## config.mk

```make
export PLATFORM = sky130hd
export DESIGN_NAME = beep_player_flat
export DESIGN_NICKNAME = d
export VERILOG_FILES = /design/src/rtl/beep_player_if.sv /design/src/rtl/beep_player.sv /design/src/flat_wrapper.sv
export SDC_FILE = /design/constraint.sdc
export NUM_CORES = 1
export LEC_CHECK = 0
export BUFFER_PORTS_ARGS = -buffer_cell sky130_fd_sc_hd__buf_4
export CAP_MARGIN = 10
export CORE_MARGIN = 5
export CORE_UTILIZATION = 37
export CTS_BUF_LIST = sky130_fd_sc_hd__clkbuf_8
export CTS_CLUSTER_DIAMETER = 40
export DETAILED_ROUTE_END_ITERATION = 10
export GPL_TIMING_DRIVEN = 0
export PLACE_DENSITY_LB_ADDON = 0.1
export SLEW_MARGIN = 20
export SYNTH_ARGS = -nofsm -noshare
export SYNTH_HDL_FRONTEND = slang
export SYNTH_SLANG_ARGS = --single-unit
```

## constraint.sdc

```tcl
create_clock -name clk -period 12.1 [get_ports clk]
set_clock_uncertainty 0.1 [all_clocks]
set_input_delay 3.025 -clock clk [delete_from_list [all_inputs] [get_ports clk]]
set_output_delay 3.025 -clock clk [all_outputs]
set_load 0.02 [all_outputs]
```

## src/rtl/beep_player_if.sv

```systemverilog
// Note-period stream from the note LUT into beep_player.
`default_nettype none

interface beep_player_if #(
  parameter int PW = 32
);
  logic [PW-1:0] period_in;
  logic          period_vld;
  logic          period_rdy;

  modport master (output period_in, output period_vld, input period_rdy);
  modport slave  (input period_in, input period_vld, output period_rdy);
endinterface

`default_nettype wire

```

## src/rtl/beep_player.sv

```systemverilog
// ---------------------------------------------------------------------------
// beep_player : square-wave tone player, one fixed-length note per period word
// Optional macro TONE_GAP_EN adds a silent GAP after every note.  Rev 1.0
// ---------------------------------------------------------------------------
`default_nettype none

module beep_player #(
  parameter int NOTE_CYCLES = 12_500_000,
  parameter int GAP_CYCLES  = 1_250_000,
  parameter int PW          = 32
) (
  input  logic               clk,
  input  logic               rst,
  beep_player_if.slave       bus,
  output logic               beep,
  output logic               note_done,
  output logic               busy
);

  localparam int MAXC = (NOTE_CYCLES > GAP_CYCLES) ? NOTE_CYCLES : GAP_CYCLES;
  localparam int DW   = $clog2(MAXC + 1);
  localparam logic [DW-1:0] NOTE_LAST = DW'(NOTE_CYCLES - 1);

  localparam logic [1:0] S_IDLE = 2'd0;
  localparam logic [1:0] S_PLAY = 2'd1;
`ifdef TONE_GAP_EN
  localparam logic [1:0] S_GAP  = 2'd2;
  localparam logic [DW-1:0] GAP_LAST = DW'(GAP_CYCLES - 1);
`endif

  logic [1:0]    state_q,  state_d;
  logic [PW-1:0] period_q, period_d;
  logic [PW-1:0] half_q,   half_d;
  logic [PW-1:0] tone_q,   tone_d;
  logic [DW-1:0] dur_q,    dur_d;
  logic          beep_q,   beep_d;
  logic          done_q,   done_d;
  logic [PW-1:0] tone_nxt;

  always_ff @(posedge clk) begin
    if (!rst) begin
      state_q  <= S_IDLE;
      period_q <= '0;
      half_q   <= '0;
      tone_q   <= '0;
      dur_q    <= '0;
      beep_q   <= 1'b0;
      done_q   <= 1'b0;
    end else begin
      state_q  <= state_d;
      period_q <= period_d;
      half_q   <= half_d;
      tone_q   <= tone_d;
      dur_q    <= dur_d;
      beep_q   <= beep_d;
      done_q   <= done_d;
    end
  end

  // beep is registered, so it is computed from the phase of the coming cycle
  always_comb begin
    state_d  = state_q;
    period_d = period_q;
    half_d   = half_q;
    tone_d   = tone_q;
    dur_d    = dur_q;
    beep_d   = 1'b0;
    done_d   = 1'b0;
    tone_nxt = (tone_q == period_q - PW'(1)) ? '0 : tone_q + PW'(1);
    case (state_q)
      S_IDLE: begin
        if (bus.period_vld) begin
          state_d  = S_PLAY;
          period_d = bus.period_in;
          half_d   = bus.period_in >> 1;
          tone_d   = '0;
          dur_d    = '0;
          beep_d   = (bus.period_in >= PW'(2));
        end
      end
      S_PLAY: begin
        if (dur_q == NOTE_LAST) begin
          done_d = 1'b1;
          dur_d  = '0;
          tone_d = '0;
`ifdef TONE_GAP_EN
          state_d = S_GAP;
`else
          state_d = S_IDLE;
`endif
        end else begin
          dur_d  = dur_q + DW'(1);
          tone_d = tone_nxt;
          beep_d = (period_q >= PW'(2)) && (tone_nxt < half_q);
        end
      end
`ifdef TONE_GAP_EN
      S_GAP: begin
        if (dur_q == GAP_LAST) begin
          state_d = S_IDLE;
          dur_d   = '0;
        end else begin
          dur_d = dur_q + DW'(1);
        end
      end
`endif
      default: state_d = S_IDLE;
    endcase
  end

  always_comb begin
    bus.period_rdy = (state_q == S_IDLE);
    busy           = (state_q != S_IDLE);
    beep           = beep_q;
    note_done      = done_q;
  end

endmodule

`default_nettype wire

```

## src/flat_wrapper.sv

```systemverilog
// flat-port wrapper written by rule: the top's interface ports become plain ports
module beep_player_flat 
#(
  parameter int NOTE_CYCLES = 12_500_000,
  parameter int GAP_CYCLES  = 1_250_000,
  parameter int PW          = 32
)
  (clk, rst, beep, note_done, busy, bus_period_in, bus_period_vld, bus_period_rdy);
  beep_player_if #(.PW(PW)) bus_i ();
  input  logic clk;
  input  logic rst;
  output logic beep;
  output logic note_done;
  output logic busy;
  input wire logic [$bits(bus_i.period_in)-1:0] bus_period_in;
  input wire logic [$bits(bus_i.period_vld)-1:0] bus_period_vld;
  output wire logic [$bits(bus_i.period_rdy)-1:0] bus_period_rdy;
  assign bus_i.period_in = bus_period_in;
  assign bus_i.period_vld = bus_period_vld;
  assign bus_period_rdy = bus_i.period_rdy;
  beep_player #(.NOTE_CYCLES(NOTE_CYCLES), .GAP_CYCLES(GAP_CYCLES), .PW(PW)) u_core (.clk(clk), .rst(rst), .bus(bus_i), .beep(beep), .note_done(note_done), .busy(busy));
endmodule
```

==> metrics.csv, run 1 <==
stage;metric;value;unit
global_routing;grt_usage;21.1;%
global_routing;use_met3;4.39;%
yosys;ys_warn_count;0;
sta;setup-tns-final;0;ns
place;dp_slack;6.13;ns
clock_tree;ctsHoldBuffers;0;
worst_setup_path;critical_path_class;reg -> reg;
route;firstDrtPassIters;4;
die;die-area;0.0205;mm2
global_routing;grt.busiest_layer;met2;
clock_tree;clk_path_buf_depth;2;
cells_and_area;fin_nets;1014;
global_routing;use_met2;32.5;%
pwr;irDropWorstVdd;0.0531;mV
die;die_width;143;um
die;coreArea;0.0174;mm2
die;chipHeight;143;um
sta;max_slew.worst_pin.slew;0.913;ns
yosys;ys.flop_type;dfxtp_1;
clock_tree;postCtsResizedCells;0;
sta;period_minus_slack;6.13;ns
global_routing;grt_start_max_net_pins;18;
die;rows;48;
yosys;yosysSeqAreaShare;27.8;%
worst_setup_path;rrSetupSlack;5.97;ns
place;gp_congestion;0.915;
sta;rsz0062_at_grt;no;
clock_tree;clock-sinks;91;
sta;hold_violations;0;
route;wl;21.0;mm
clock_tree;cts_setup_buffers;0;
yosys;syn-num-nets;965;
worst_setup_path;cp_max_fo;10;
clock_tree;clk_latency;0.40;ns
yosys;syn_avg_cell_area;7.32;um2
yosys;ys_types;61;
yosys;async_flop_share;0;%
yosys;synth.ff_latch_count;91;
sta;hold_slack;0.391;ns
route;via_count;6654;
cells_and_area;antenna-diode-count;0;
global_routing;grt_pass1_wl;34.1;mm
global_routing;grt_pass1_vias;6309;
sta;slew_viol_final;0;
min_path;hp-class;reg -> reg;
global_routing;grt_overflow_total;0;
worst_setup_path;critPathLaunchType;flip-flop;
cells_and_area;final_util;42.2;%
cells_and_area;fillers;1883;
sta;min_period_over_period;50.6;%
flow_run;maxCapViolCount;0;
worst_setup_path;worstSetupEndpointType;flip-flop;
route;ant_nets;0;
cells_and_area;drive_gt1_share;9.05;%
die;start_util;37.8;%
yosys;synth_cells;896;
pwr;power_density;91.0;mW/mm2
sta;setup_viol;0;
global_routing;antenna_found_initial;1;
die;io_pins;39;
sta;fmax;0.163;GHz
clock_tree;cts_tree;done;
route;avgViaCountPerCell;5.66;
route;drt_iter0_markers;406;
cells_and_area;area_growth;11.6;%
pwr;p_leak;2.75;nW
sta;fin_ws;5.97;ns
place;io_buffers;38;
clock_tree;cts_buffers;9;
yosys;synth_area;0.00656;mm2
global_routing;grt_use_met1;29.8;%
place;hpwlAfterDp;16.4;mm
route;drc_errors;0;
clock_tree;htreeDepth;3;
route;wire_per_inst;17.8;um
sta;slew_headroom;38.6;%
run_status;status;finished, final reports clean;
yosys;synth_edf_count;0;
clock_tree;cts_root_buf;clkbuf_8;
clock_tree;cts.reportedPaths.clkPinSlew;0.10;ns
worst_setup_path;cp.required;12.31;ns
worst_setup_path;crit_arrival;6.34;ns
routing by layer:
| metal | vias to the layer above | part of all wire (%) |
|---|---|---|
| li1 | 3333 | - |
| met1 | 3152 | 49 |
| met2 | 130 | 44 |
| met3 | 37 | 4.6 |
| met4 | 2 | 2.4 |
| met5 | - | 0.062 |
power by group:
group	total (mW)	internal [mW]	switching [mW]
clock network	0.213	0.0844	0.129
logic	0.135	0.0502	0.0853
registers	0.318	0.307	0.0112
final timing paths:
kind / from / cells past startpoint / endpoint
worst min register to register: u_core.dur_q[21] / 1 / u_core.dur_q[21]
worst max register to register: u_core.period_q[2] / 18 / u_core.beep
worst max-delay path: u_core.period_q[2] / 18 / u_core.beep
worst min-delay path: u_core.dur_q[21] / 1 / u_core.dur_q[21]
logic make-up after synthesis:
group | count (synthesis) | synth area share, %
AOI/OAI and AO/OA | 204 | 20.0
xor gates and xnor gates | 55 | 7.34
adders and majority gates | 34 | 6.48
buffers and inverters | 102 | 6.25
DFF | 91 | 27.8
muxes | 2 | 0.305
and+or+nand+nor | 408 | 31.8
registers in the layout (all words and copies together), names as in the netlist:
signal / cells
u_core.state_q: 1
u_core.dur_q: 24
u_core.tone_q: 32
u_core.note_done: 1
u_core.beep: 1
u_core.period_q: 32
synthesized netlist by cell type (8+ instances only):
library cell / n / area, um2
ha_1: 34 / 425
nor3_1: 26 / 130
and3_1: 9 / 56.3
a211oi_1: 14 / 105
o21ai_0: 28 / 140
nand3_1: 32 / 160
a221o_1: 8 / 80.1
a21o_1: 17 / 128
clkbuf_1: 49 / 184
xnor2_1: 32 / 280
or4_1: 13 / 97.6
or3_1: 9 / 56.3
nand2_1: 140 / 526
o31ai_1: 11 / 82.6
a21oi_1: 81 / 405
inv_1: 37 / 139
or2_2: 16 / 100
nor2_1: 65 / 244
a311oi_1: 9 / 78.8
and4_1: 14 / 123
nand4_1: 34 / 213
nor4_1: 17 / 106
xor2_1: 23 / 201
dfxtp_1: 91 / 1820
area by class of cell:
cell class	instances	area (um2)	share of cell area [%]
flip-flops and latches	91	1820	24.9
multi-input cells	703	4340	59.2
plain buffers	64	268	3.66
inverters	38	143	1.95
clock buffers	10	138	1.88
repair buffers	38	285	3.89
clock inverters	6	52.6	0.717
well taps	225	282	3.84
critical path, stage by stage (launching register included):
cell and delay [ns]:
dfxtp_1 0.38, nor4_1 0.80, nand4_1 0.59, or4_1 0.67
a221oi_1 0.34, nand4_1 0.20, nor4_4 0.50, buf_4 0.28
buf_6 0.18, buf_4 0.22, a21oi_1 0.07, ha_1 0.30
a21o_1 0.16, a21o_1 0.16, a21oi_1 0.20, a211oi_1 0.11
o21ai_0 0.39, a31oi_1 0.15, o31ai_1 0.24
metrics by stage:
stage                     cells  instance area, um2  power (mW)
final                      1175                7320       0.667
after global placement     1159                7130       0.458
after detailed placement   1159                7130       0.458
after global routing       1175                7320       0.700
after CTS                  1175                7320       0.671
after floorplan             896                6560       0.411
cell usage in the layout (no fill, tap or decap), drive strengths merged, types with 6 or more instances in the layout:
cell	n
nand2	140
dfxtp	91
a21oi	81
nor2	65
clkbuf	59
buf	53
inv	41
nand4	34
ha	34
nand3	32
xnor2	32
o21ai	28
nor3	26
xor2	23
nor4	20
a21o	17
or2	16
and4	14
a211oi	14
or4	13
o31ai	11
and3	9
or3	9
a311oi	9
a221o	8
nand2b	6
nor2b	6
a31oi	6
(Power assumes the default switching activity.)
==> run 2: changes to the inputs <==
==> constraint.sdc (replaced) <==
create_clock -name clk -period 5.9 [get_ports clk]
set_clock_uncertainty 0.1 [all_clocks]
set_input_delay 1.475 -clock clk [delete_from_list [all_inputs] [get_ports clk]]
set_output_delay 1.475 -clock clk [all_outputs]
set_load 0.02 [all_outputs]
==> run 2 against run 1 <==
Compared with the run above:
- largest power group unchanged
- power is 110% higher
- die area did not move
- combinational power rose by 110%
==> metrics.csv, run 2 (same netlist as run 1, synthesis figures left out) <==
stage;metric;value;unit;change
route;drc_errors;0;;unchanged
die;coreArea;0.0174;mm2;unchanged
worst_setup_path;cp_max_fo;10;;unchanged
route;firstDrtPassIters;5;;+1
route;via_count;6693;;+0.59%
global_routing;antenna_found_initial;1;;unchanged
die;io_pins;39;;unchanged
pwr;switching_power;0.465;mW;+110%
cells_and_area;drive_gt1_share;9.66;%;+0.61 points
die;die_width;143;um;unchanged
worst_setup_path;critical_path_class;reg -> reg;;
route;drt_iter0_markers;403;;-0.74%
cells_and_area;fin_nets;1016;;+0.20%
global_routing;grt_overflow_total;0;;unchanged
clock_tree;htreeDepth;3;;unchanged
sta;slew_headroom;45.4;%;+6.8 points
cells_and_area;antenna-diode-count;0;;unchanged
sta;min_period_over_period;93.4;%;+43 points
pwr;p_comb_share;20.6;%;+0.3 points
pwr;p_seq_share;47.5;%;-0.2 points
clock_tree;clock-sinks;91;;unchanged
sta;period_minus_slack;5.51;ns;-0.620 ns
route;ant_nets;0;;unchanged
worst_setup_path;critPathLaunchType;flip-flop;;
sta;setup-tns-final;0;ns;unchanged
worst_setup_path;worstSetupEndpointType;flip-flop;;
cells_and_area;fillers;1878;;-0.27%
clock_tree;cts_tree;done;;
clock_tree;clk_path_buf_depth;2;;unchanged
route;wl;21.0;mm;+0.13%
die;die-area;0.0205;mm2;unchanged
worst_setup_path;rr_worst_depth;18;;unchanged
cells_and_area;final_common_cell;nand2_1;;
die;chipHeight;143;um;unchanged
worst_setup_path;cp.required;6.11;ns;-6.20 ns
worst_setup_path;crit_arrival;5.72;ns;-0.62 ns
clock_tree;cts_root_buf;clkbuf_8;;
place;gp_congestion;0.915;;unchanged
pwr;p_int;0.909;mW;+110%
sta;rsz0062_at_grt;no;;
clock_tree;cts_buffers;9;;unchanged
sta;setup_viol;0;;unchanged
cells_and_area;final_util;42.4;%;+0.20 points
pwr;pwr-share-clk;31.9;%;about the same
place;io_buffers;38;;unchanged
global_routing;grt_pass1_wl;34.1;mm;unchanged
route;avgViaCountPerCell;5.69;;+0.42%
min_path;hp-class;reg -> reg;;
sta;max_slew.worst_pin.slew;0.817;ns;-0.0968 ns
pwr;irDropWorstVdd;0.115;mV;+120%
place;hpwlAfterDp;16.4;mm;unchanged
clock_tree;cts.reportedPaths.clkPinSlew;0.10;ns;about the same
pwr;power.total;1.37;mW;+110%
global_routing;grt_start_max_net_pins;18;;unchanged
cells_and_area;area_growth;12.2;%;
flow_run;maxCapViolCount;0;;unchanged
cells_and_area;reg_top3;u_core.period_q x32, u_core.tone_q x32, u_core.dur_q x24;;
pwr;power_density;187;mW/mm2;+110%
sta;slew_viol_final;0;;unchanged
sta;fmax;0.182;GHz;+11%
pwr;p_leak;2.77;nW;+0.74%
cells_and_area;final_cell_mix;nand2_1 (140), dfxtp_1 (91), a21oi_1 (81), nor2_1 (64), clkbuf_1 (47);;
die;start_util;37.8;%;unchanged
global_routing;grt_pass1_vias;6309;;unchanged
min_path;whs_path_depth;1;;unchanged
global_routing;grt_usage;21.1;%;unchanged
clock_tree;clk_latency;0.40;ns;about the same
route;wire_per_inst;17.8;um;about the same
run_status;status;finished, final reports clean;;
pwr;swShare;33.9;%;+0.059 points
die;rows;48;;unchanged
sta;hold_violations;0;;unchanged
clock_tree;ctsHoldBuffers;0;;unchanged
[run 2: timing repair]
item                       CTS  global route
pin swaps                    0             2
setup buffers                0             2
gates resized for setup      1             7
setup endpoints to repair    1             1
gates cloned                 0             0
[run 2: layout make-up]
cell class / count / area [um2] / area share [%]
multi-input combinational: 703 / 4350 / 59.1
inverter: 38 / 143 / 1.94
tap: 225 / 282 / 3.83
clock buffer: 10 / 138 / 1.87
clock inverter: 6 / 52.6 / 0.714
buffer: 64 / 270 / 3.67
timing repair buffer: 40 / 300 / 4.08
sequential: 91 / 1820 / 24.8
[run 2: critical path: stages (launching register included)]
cell and delay (ns):
dfxtp_1 0.39, nor4_2 0.58, nand4_1 0.39, or3_1 0.49, a222oi_1 0.39, nand4_1 0.23
nor4_4 0.50, buf_4 0.28, buf_6 0.18, buf_4 0.21, a21oi_1 0.07, ha_1 0.30
a21o_1 0.16, a21o_1 0.16, a21oi_1 0.20, a211oi_1 0.12, a21oi_1 0.28, o221ai_1 0.18
o31ai_1 0.22
[run 2: path summary, 6_finish.rpt]
check | from | slack, ns | to
setup reg to reg | u_core.period_q[2] | 0.39 | u_core.beep
hold / removal | u_core.dur_q[21] | 0.39 | u_core.dur_q[21]
hold reg to reg | u_core.dur_q[21] | 0.39 | u_core.dur_q[21]
setup / recovery | u_core.period_q[2] | 0.39 | u_core.beep
[run 2: power groups by stage]
stage               clock network [mW]  logic (mW)  registers [mW]
detailed placement                   0       0.274           0.666
finish                           0.439       0.283           0.652
CTS                              0.450       0.276           0.652
global route                     0.474       0.313           0.655
global placement                     0       0.274           0.666
floorplan                            0       0.184           0.658
[run 2: metal layers]
metal | track usage (%) | up-vias | wire length (um) | share of wire, %
li1 | - | 3339 | - | -
met4 | 6.40 | 2 | 510 | 2.4
met5 | 0 | - | 13 | 0.062
met2 | 32.5 | 146 | 9220 | 44
met1 | 29.8 | 3169 | 10200 | 49
met3 | 4.39 | 37 | 1000 | 4.8
[run 2: metrics by stage]
step                      std cells  area (um2)  hold WS (ns)  setup slack, ns
after floorplan                 896        6560         0.348             1.33
after global placement         1159        7130         0.370           -0.187
after detailed placement       1159        7130         0.368          -0.0677
after CTS                      1175        7330         0.389            0.145
after global routing           1177        7360         0.400          0.00546
final                          1177        7360         0.391            0.392
